## src/rtl/mips_pkg.sv

```systemverilog
// rtl/mips_pkg.sv - shared datapath types and constants for the HI/LO sequencer
package mips_pkg;

    localparam int   WORD_W  = 32;
    localparam logic MD_MULT = 1'b0;
    localparam logic MD_DIV  = 1'b1;

    typedef enum logic [2:0] {
        IDLE,
        RUN,
        FIX,
        DONE,
        DIV0
    } md_state_t;

endpackage

```

## src/rtl/mult_div_seq_if.sv

```systemverilog
// rtl/mult_div_seq_if.sv - request/result bundle between main control and the HI/LO sequencer
interface mult_div_seq_if
    import mips_pkg::*;
#(
    parameter int WIDTH = WORD_W
);
    logic             start;
    logic             op;
    logic [WIDTH-1:0] A;
    logic [WIDTH-1:0] B;
    logic             busy;
    logic             done;
    logic             Div0;
    logic [WIDTH-1:0] HI;
    logic [WIDTH-1:0] LO;

    modport master (output start, op, A, B, input busy, done, Div0, HI, LO);
    modport slave  (input start, op, A, B, output busy, done, Div0, HI, LO);
endinterface

```

## src/rtl/hilo_addsub.sv

```systemverilog
// rtl/hilo_addsub.sv - WIDTH+1-bit adder/subtractor shared by Booth steps and division trial subtracts
module hilo_addsub #(
    parameter int WIDTH = 32
) (
    input  logic [WIDTH:0] i_a,
    input  logic [WIDTH:0] i_b,
    input  logic           i_sub,
    output logic [WIDTH:0] o_sum,
    output logic           o_sign
);
    logic [WIDTH:0] w_b;

    assign w_b    = i_sub ? ~i_b : i_b;
    assign o_sum  = i_a + w_b + {{WIDTH{1'b0}}, i_sub};
    assign o_sign = o_sum[WIDTH];
endmodule

```

## src/rtl/mult_div_seq.sv

```systemverilog
// rtl/mult_div_seq.sv - multicycle signed Booth multiply / restoring divide owning HI/LO
module mult_div_seq
    import mips_pkg::*;
#(
    parameter int WIDTH = WORD_W,
    parameter int CNT_W = 6
) (
    input  logic           clock,
    input  logic           RESET_in,
    mult_div_seq_if.slave  bus
);
    md_state_t        r_state, w_next;
    logic [CNT_W-1:0] r_cnt;
    logic             r_op, r_q1, r_sign_q, r_sign_r;
    logic [WIDTH-1:0] r_a, r_p_hi, r_p_lo, r_hi, r_lo;

    logic             w_accept, w_div_zero, w_last;
    logic [WIDTH-1:0] w_abs_a, w_abs_b;
    logic [1:0]       w_booth;
    logic [WIDTH:0]   w_add_a, w_add_b, w_sum;
    logic             w_add_sub, w_sign;

    assign w_accept   = ((r_state == IDLE) || (r_state == DONE)) && bus.start;
    assign w_div_zero = w_accept && (bus.op == MD_DIV) && (bus.B == '0);
    assign w_last     = (r_cnt == CNT_W'(WIDTH - 1));
    assign w_abs_a    = bus.A[WIDTH-1] ? -bus.A : bus.A;
    assign w_abs_b    = bus.B[WIDTH-1] ? -bus.B : bus.B;

    // Multiply: {r_p_hi, r_p_lo, r_q1} is the Booth product register, r_a the multiplicand.
    // Divide: r_p_hi is the partial remainder, r_p_lo the dividend/quotient, r_a = |divisor|.
    assign w_booth   = {r_p_lo[0], r_q1};
    assign w_add_a   = (r_op == MD_MULT) ? {r_p_hi[WIDTH-1], r_p_hi} : {r_p_hi, r_p_lo[WIDTH-1]};
    assign w_add_b   = (r_op == MD_DIV) ? {1'b0, r_a} :
                       (w_booth[1] ^ w_booth[0]) ? {r_a[WIDTH-1], r_a} : '0;
    assign w_add_sub = (r_op == MD_DIV) || (w_booth == 2'b10);

    hilo_addsub #(.WIDTH(WIDTH)) u_addsub (
        .i_a    (w_add_a),
        .i_b    (w_add_b),
        .i_sub  (w_add_sub),
        .o_sum  (w_sum),
        .o_sign (w_sign)
    );

    always_ff @(posedge clock) begin
        if (RESET_in) r_state <= IDLE;
        else          r_state <= w_next;
    end

    always_comb begin
        w_next = r_state;
        case (r_state)
            IDLE, DONE: begin
                if (w_accept) w_next = w_div_zero ? DIV0 : RUN;
                else          w_next = IDLE;
            end
            RUN:     if (w_last) w_next = FIX;
            FIX:     w_next = DONE;
            DIV0:    w_next = IDLE;
            default: w_next = IDLE;
        endcase
    end

    always_ff @(posedge clock) begin
        if (RESET_in) begin
            r_cnt    <= '0;
            r_op     <= 1'b0;
            r_q1     <= 1'b0;
            r_sign_q <= 1'b0;
            r_sign_r <= 1'b0;
            r_a      <= '0;
            r_p_hi   <= '0;
            r_p_lo   <= '0;
            r_hi     <= '0;
            r_lo     <= '0;
        end else begin
            case (r_state)
                IDLE, DONE: begin
                    if (w_accept && !w_div_zero) begin
                        r_op     <= bus.op;
                        r_cnt    <= '0;
                        r_q1     <= 1'b0;
                        r_p_hi   <= '0;
                        r_sign_q <= bus.A[WIDTH-1] ^ bus.B[WIDTH-1];
                        r_sign_r <= bus.A[WIDTH-1];
                        r_a      <= (bus.op == MD_MULT) ? bus.A : w_abs_b;
                        r_p_lo   <= (bus.op == MD_MULT) ? bus.B : w_abs_a;
                    end
                end
                RUN: begin
                    r_cnt <= r_cnt + 1'b1;
                    if (r_op == MD_MULT) begin
                        r_p_hi <= w_sum[WIDTH:1];
                        r_p_lo <= {w_sum[0], r_p_lo[WIDTH-1:1]};
                        r_q1   <= r_p_lo[0];
                    end else begin
                        // Partial remainder stays below |B|, so the sign bit alone decides restore.
                        r_p_hi <= w_sign ? w_add_a[WIDTH-1:0] : w_sum[WIDTH-1:0];
                        r_p_lo <= {r_p_lo[WIDTH-2:0], ~w_sign};
                    end
                end
                FIX: begin
                    if (r_op == MD_MULT) begin
                        r_hi <= r_p_hi;
                        r_lo <= r_p_lo;
                    end else begin
                        r_hi <= r_sign_r ? -r_p_hi : r_p_hi;
                        r_lo <= r_sign_q ? -r_p_lo : r_p_lo;
                    end
                end
                default: ;
            endcase
        end
    end

    assign bus.busy = (r_state == RUN) || (r_state == FIX) || (r_state == DIV0);
    assign bus.done = (r_state == DONE);
    assign bus.Div0 = (r_state == DIV0);
    assign bus.HI   = r_hi;
    assign bus.LO   = r_lo;
endmodule

```

## src/flat_wrapper.sv

```systemverilog
// flat-port wrapper written by rule: the top's interface ports become plain ports
module mult_div_seq_flat import mips_pkg::*;
#(
    parameter int WIDTH = WORD_W,
    parameter int CNT_W = 6
)
  (clock, RESET_in, bus_start, bus_op, bus_A, bus_B, bus_busy, bus_done, bus_Div0, bus_HI, bus_LO);
  mult_div_seq_if #(.WIDTH(WIDTH)) bus_i ();
  input  logic clock;
  input  logic RESET_in;
  input wire logic [$bits(bus_i.start)-1:0] bus_start;
  input wire logic [$bits(bus_i.op)-1:0] bus_op;
  input wire logic [$bits(bus_i.A)-1:0] bus_A;
  input wire logic [$bits(bus_i.B)-1:0] bus_B;
  output wire logic [$bits(bus_i.busy)-1:0] bus_busy;
  output wire logic [$bits(bus_i.done)-1:0] bus_done;
  output wire logic [$bits(bus_i.Div0)-1:0] bus_Div0;
  output wire logic [$bits(bus_i.HI)-1:0] bus_HI;
  output wire logic [$bits(bus_i.LO)-1:0] bus_LO;
  assign bus_i.start = bus_start;
  assign bus_i.op = bus_op;
  assign bus_i.A = bus_A;
  assign bus_i.B = bus_B;
  assign bus_busy = bus_i.busy;
  assign bus_done = bus_i.done;
  assign bus_Div0 = bus_i.Div0;
  assign bus_HI = bus_i.HI;
  assign bus_LO = bus_i.LO;
  mult_div_seq #(.WIDTH(WIDTH), .CNT_W(CNT_W)) u_core (.clock(clock), .RESET_in(RESET_in), .bus(bus_i));
endmodule
```

## config.mk

```make
export PLATFORM = sky130hd
export DESIGN_NAME = mult_div_seq_flat
export DESIGN_NICKNAME = d
export VERILOG_FILES = /design/src/rtl/mips_pkg.sv /design/src/rtl/mult_div_seq_if.sv /design/src/rtl/hilo_addsub.sv /design/src/rtl/mult_div_seq.sv /design/src/flat_wrapper.sv
export SDC_FILE = /design/constraint.sdc
export NUM_CORES = 1
export LEC_CHECK = 0
export CORE_ASPECT_RATIO = 0.9
export CORE_MARGIN = 8
export CORE_UTILIZATION = 46
export CTS_BUF_LIST = sky130_fd_sc_hd__clkbuf_8
export DETAILED_ROUTE_END_ITERATION = 8
export GPL_TIMING_DRIVEN = 0
export HOLD_SLACK_MARGIN = 0.12
export PLACE_DENSITY = 0.66
export SKIP_CTS_REPAIR_TIMING = 1
export SYNTH_ARGS = -nofsm -noshare
export SYNTH_HDL_FRONTEND = slang
export SYNTH_SLANG_ARGS = --single-unit
```

## constraint.sdc

```tcl
create_clock -name clock -period 5.1 [get_ports clock]
set_input_delay 1.02 -clock clock [delete_from_list [all_inputs] [get_ports clock]]
set_output_delay 1.02 -clock clock [all_outputs]
set_load 0.02 [all_outputs]
```

==> results of run 1 <==
-- logic make-up after synthesis --
group,synth area share
fa+ha+maj,0.0378
xor+xnor,0.119
compound gates,0.261
buf+inv,0.0518
simple gates,0.184
mux,0.0743
flops,0.271
-- cells in the mapped netlist (15+ instances only) --
master / n / share of area
o21ai_0: 96 / 0.038
clkbuf_1: 105 / 0.031
inv_1: 18 / 0.0053
nor2_1: 192 / 0.056
or3_1: 19 / 0.0093
mux2_2: 30 / 0.026
nand3_1: 24 / 0.0094
a21oi_1: 129 / 0.051
ha_1: 37 / 0.036
or4_1: 15 / 0.0088
o211ai_1: 23 / 0.014
mux2i_1: 61 / 0.048
a22oi_1: 25 / 0.015
nor3_1: 17 / 0.0067
dfxtp_1: 173 / 0.27
o31ai_1: 31 / 0.018
xnor2_1: 38 / 0.026
xor2_1: 136 / 0.093
a211oi_1: 104 / 0.061
nand2_1: 153 / 0.045
-- metrics by stage --
stage,setup WS [ps],utilization,instances
2_1_floorplan,401,-,1648
3_3_place_gp,-1120,0.526,2140
3_5_place_dp,-1130,0.526,2140
4_1_cts,-1170,0.541,2172
5_1_grt,24.7,0.543,2170
6_report,194,0.543,2170
-- state kept, by name, indices dropped and copies added (netlist names) --
name and count:
u_core.bus.HI 32, u_core.bus.LO 32, u_core.r_a 32, u_core.r_cnt 6
u_core.r_op 1, u_core.r_p_hi 32, u_core.r_p_lo 32, u_core.r_q1 1
u_core.r_sign_q 1, u_core.r_sign_r 1, u_core.r_state 3
-- area by class of cell --
cell class / instances / area [um2] / area share
Clock buffer: 17 / 234 / 0.0156
Multi-Input combinational cell: 1320 / 8670 / 0.577
Inverter: 18 / 67.6 / 0.00450
Tap cell: 360 / 450 / 0.0300
Clock inverter: 15 / 185 / 0.0123
Timing Repair Buffer: 134 / 1340 / 0.0890
Buffer: 133 / 607 / 0.0404
Sequential cell: 173 / 3470 / 0.231
-- where the power goes --
part,internal [uW],switching [uW]
clock,385,648
sequential,1550,210
combinational,983,1630
-- metal layers --
layer,routed length [um],part of all wire,vias up,GRT usage
met5,0,0,-,0
met4,556,0.012,0,0.0516
met3,3190,0.070,34,0.0397
met2,19400,0.43,446,0.391
met1,22300,0.49,6208,0.393
li1,-,-,6291,-
-- worst max-delay path, stage by stage (launching register included) --
cell      delay (ps)
dfxtp_2          430
clkbuf_4         250
clkbuf_4         270
clkbuf_4         290
mux2_2           360
ha_1             270
clkbuf_1         310
and4_1           340
a31oi_1          120
o22ai_2          350
mux2_2           440
nor3_4           260
or2_0            140
clkbuf_1         110
buf_4            210
buf_4            270
mux2i_1          230
o21ai_0           90
-- how the worst min path moves through the flow --
stage | start | endpoint | slack, ps
2_1_floorplan | u_core.r_a[1] | u_core.r_a[1] | 440
3_3_place_gp | u_core.bus.LO[25] | u_core.bus.LO[25] | 440
3_5_place_dp | u_core.bus.LO[31] | u_core.bus.LO[31] | 450
4_1_cts | u_core.r_a[6] | u_core.r_a[6] | 470
5_1_grt | u_core.bus.LO[0] | u_core.bus.LO[0] | 480
6_report | u_core.bus.LO[31] | u_core.bus.LO[31] | 460
==> impl_metrics.py, run 1 <==
metrics = {
    "clock_tree": {
        "clock_latency_ps": 480,
        "cts_tree": "built",
        "cts_buffers": 17,
        "cts.sinks": 173,
        "cts.htree.levels": 4,
        "cts_max_path_buffers": 2,
        "path_clk_slew_ps": 100,
        "ctsRootBufferMaster": "clkbuf_8",
    },
    "pwr": {
        "p_leak_uw": 0.00543,
        "cellPowerDensity_nw_per_um2": 360,
        "design_power_total_uw": 5400,
        "irDropWorstVdd_uv": 194,
    },
    "worst_hold_path": {
        "holdPathStages": 2,
        "hold_path.class": "reg -> reg",
    },
    "grt": {
        "grt_max_degree": 21,
        "grt_pass1_wl_um": 69400,
        "antenna_found_initial": 0,
        "grt_pass1_vias": 11800,
        "overflow": 0,
        "track_usage": 0.263,
    },
    "critical_path": {
        "worstPathRequired_ps": 5430,
        "rrSetupSlack_ps": 190,
        "critPathLaunchType": "flop",
        "timing.critical_path.from": "u_core.r_op",
        "r2r_cells": 17,
        "worstSetupPathType": "reg -> reg",
        "cp.arrival_ps": 5240,
        "endpoint": "u_core.r_p_hi[15]",
        "r2r-start": "u_core.r_op",
        "cp_max_fo": 10,
        "critPathCaptureType": "flop",
        "rr_endpoint": "u_core.r_p_hi[15]",
    },
    "finish": {
        "fill_cells": 2752,
        "mostFrequentLayoutCells": "nor2_1, dfxtp_1, nand2_1",
        "finalInstanceArea_um2": 15000,
        "fin_nets": 1903,
        "layout_commonest_cell": "nor2_1",
        "diodes": 0,
        "drive_above_1_share": 0.0702,
        "area_delta_synth_final_pct": 17.6,
    },
    "logic_synthesis": {
        "ys_ff_latch": 173,
        "syn-instance-count": 1648,
        "avgSynthCellArea_um2": 7.74,
        "synth_edf_count": 0,
        "async_flop_share": 0,
        "synth.yosys.warnings": 0,
        "ys_dominant_reg_cell": "dfxtp_1",
        "ys_seq_area_frac": 0.271,
        "ys_types": 74,
        "syn-num-nets": 1754,
        "synth_area_um2": 12800,
    },
    "sta": {
        "rsz0062_at_grt": "no",
        "hold_viol": 0,
        "worstMarginPinSlew_ps": 1450,
        "min_period_ps": 4910,
        "fin_crit_sh": 0.962,
        "relSlewSlack": 0.0322,
        "max_freq_mhz": 204,
        "fin_skew_ps": 20.9,
        "setup-tns-final_ps": 0,
        "slew_viol_final": 0,
        "setup_violations": 0,
        "holdWs_ps": 464,
    },
    "run": {
        "maxCapViolations": 0,
    },
    "die": {
        "ios": 135,
        "coreArea_um2": 27600,
        "rows": 58,
        "die-area_um2": 33300,
        "start_util": 0.462,
        "fp.dieW_um": 192,
        "dieHeight_um": 174,
    },
    "place": {
        "gp_congestion": 0.963,
        "place_area_um2": 14500,
        "hpwl_um": 36300,
        "port_buffers": 132,
    },
    "detailed_routing": {
        "final_antenna_net_count": 0,
        "wl_per_cell_um": 20.9,
        "drc": 0,
        "vias_per_cell": 5.98,
        "routed_wl_um": 45500,
        "vias": 13000,
        "dr.pass1.iters": 6,
        "drtIter0Drc": 1208,
    },
    "run_status": {
        "status": "finished clean",
    },
}
Note: power is estimated with default switching activity, not from simulation.
==> inputs of run 2 (changes only) <==
--- a/config.mk
+++ b/config.mk
@@ -5,6 +5,7 @@
 export SDC_FILE = /design/constraint.sdc
 export NUM_CORES = 1
 export LEC_CHECK = 0
+export CAP_MARGIN = 5
 export CORE_ASPECT_RATIO = 0.9
 export CORE_MARGIN = 8
 export CORE_UTILIZATION = 46
==> impl_metrics.py, run 2 (synthesized netlist as in run 1, its figures left out) <==
metrics = {
    "clock_tree": {
        "ctsRootBufferMaster": "clkbuf_8",
        "cts_max_path_buffers": 2,
        "cts_tree": "built",
        "cts.htree.levels": 4,
        "cts_buffers": 17,
        "cts.sinks": 173,
        "clock_latency_ps": 480,
        "path_clk_slew_ps": 100,
    },
    "sta": {
        "relSlewSlack": 0.401,
        "max_freq_mhz": 204,
        "fin_crit_sh": 0.959,
        "rsz0062_at_grt": "no",
        "holdWs_ps": 464,
        "slew_viol_final": 0,
        "worstMarginPinSlew_ps": 891,
        "min_period_ps": 4890,
        "fin_skew_ps": 22.9,
        "setup_violations": 0,
        "hold_viol": 0,
    },
    "critical_path": {
        "cp_max_fo": 10,
        "worstPathRequired_ps": 5430,
        "worstPathBufferInverterCount": 7,
        "worstSetupPathType": "reg -> reg",
        "cpPeakStageDelay_ps": 450,
        "crit_family": "buffers and inverters",
        "cpMaxStageDelayCell": "mux2_2",
        "critPathLaunchType": "flop",
        "cp_cell_sequence": "clkbuf_4 -> clkbuf_4 -> clkbuf_4 -> mux2_2 -> ha_1 -> clkbuf_1 -> and4_1 -> a31oi_1 -> o22ai_2 -> mux2_2 -> nor3_4 -> or2_0 -> clkbuf_1 -> buf_4 -> buf_4 -> mux2i_1 -> o21ai_0",
        "critPathCaptureType": "flop",
        "cpMostUsedCell": "clkbuf_4",
        "cp.arrival_ps": 5230,
    },
    "run_status": {
        "status": "finished clean",
    },
    "finish": {
        "layout_commonest_cell": "nor2_1",
        "drive_above_1_share": 0.0707,
        "fin_util": 0.543,
        "diodes": 0,
        "mostFrequentLayoutCells": "nor2_1, dfxtp_1, nand2_1",
        "fill_cells": 2751,
        "finalInstanceArea_um2": 15000,
        "instances_no_fill": 2171,
        "fin_nets": 1904,
        "area_delta_synth_final_pct": 17.7,
    },
    "detailed_routing": {
        "final_antenna_net_count": 0,
        "drc": 0,
        "routed_wl_um": 45400,
        "vias_per_cell": 5.96,
        "dr.pass1.iters": 5,
        "wl_per_cell_um": 20.9,
        "drtIter0Drc": 1186,
        "vias": 13000,
    },
    "place": {
        "gp_congestion": 0.963,
        "place_area_um2": 14500,
        "dp.cells": 2140,
        "hpwl_um": 36300,
        "port_buffers": 132,
    },
    "grt": {
        "grt_pass1_vias": 11800,
        "track_usage": 0.263,
        "grt_max_degree": 21,
        "overflow": 0,
        "antenna_found_initial": 0,
        "grt_pass1_wl_um": 69400,
    },
    "die": {
        "die-area_um2": 33300,
        "fp.dieW_um": 192,
        "start_util": 0.462,
        "coreArea_um2": 27600,
        "dieHeight_um": 174,
        "ios": 135,
        "rows": 58,
    },
    "pwr": {
        "cellPowerDensity_nw_per_um2": 359,
        "seq_power_share": 0.325,
        "combPwrFrac": 0.483,
        "p_sw_uw": 2480,
        "p_sw_frac": 0.460,
        "irDropWorstVdd_uv": 193,
        "p_clk_frac": 0.191,
        "cell_internal_pwr_uw": 2920,
        "p_leak_uw": 0.00544,
    },
    "run": {
        "maxCapViolations": 0,
    },
    "worst_hold_path": {
        "hold_path.class": "reg -> reg",
    },
}
-- run 2: final cells by class --
type | count | area, um2 | area share
multi-input cells | 1320 | 8670 | 0.577
inverters | 18 | 67.6 | 0.00450
plain buffers | 133 | 607 | 0.0404
flip-flops and latches | 173 | 3470 | 0.231
repair buffers | 135 | 1340 | 0.0895
clock inverters | 15 | 185 | 0.0123
clock buffers | 17 | 234 | 0.0156
well taps | 360 | 450 | 0.0300
-- run 2: worst paths after layout --
kind	from	to	slack (ps)	cells after the start
worst max register to register	u_core.r_op	u_core.r_p_hi[15]	210	17
worst max-delay path	u_core.r_op	u_core.r_p_hi[15]	210	17
worst min-delay path	u_core.bus.LO[31]	u_core.bus.LO[31]	460	2
worst min register to register	u_core.bus.LO[31]	u_core.bus.LO[31]	460	2
-- run 2: tightest hold or removal path, delay by kind of cell, from the launching register on --
| family | cells | cell delay [ps] |
|---|---|---|
| simple gates | 1 | 50 |
| flops | 1 | 330 |
| compound gates | 1 | 50 |
-- run 2: per-layer routing --
metal,vias to the layer above,GRT usage,part of all wire
met2,462,0.391,0.43
li1,6298,-,-
met4,0,0.0516,0.012
met1,6155,0.393,0.49
met3,35,0.0397,0.077
met5,-,0,0
-- run 2: metrics by stage --
step | TNS [ps] | worst slack, ps | total power, uW
after floorplan | 0 | 401 | 3490
after detailed placement | -28260 | -1130 | 4330
after CTS | -29600 | -1170 | 5360
after global routing | 0 | 24.7 | 5730
final | 0 | 208 | 5400
after global placement | -27600 | -1120 | 4300
-- run 2: power groups by stage --
stage	clock [uW]	sequential (uW)	combinational, uW
after floorplan	0	1780	1700
after global placement	0	1770	2530
after detailed placement	0	1780	2550
after CTS	1050	1750	2560
after global routing	1100	1780	2850
final	1030	1760	2610
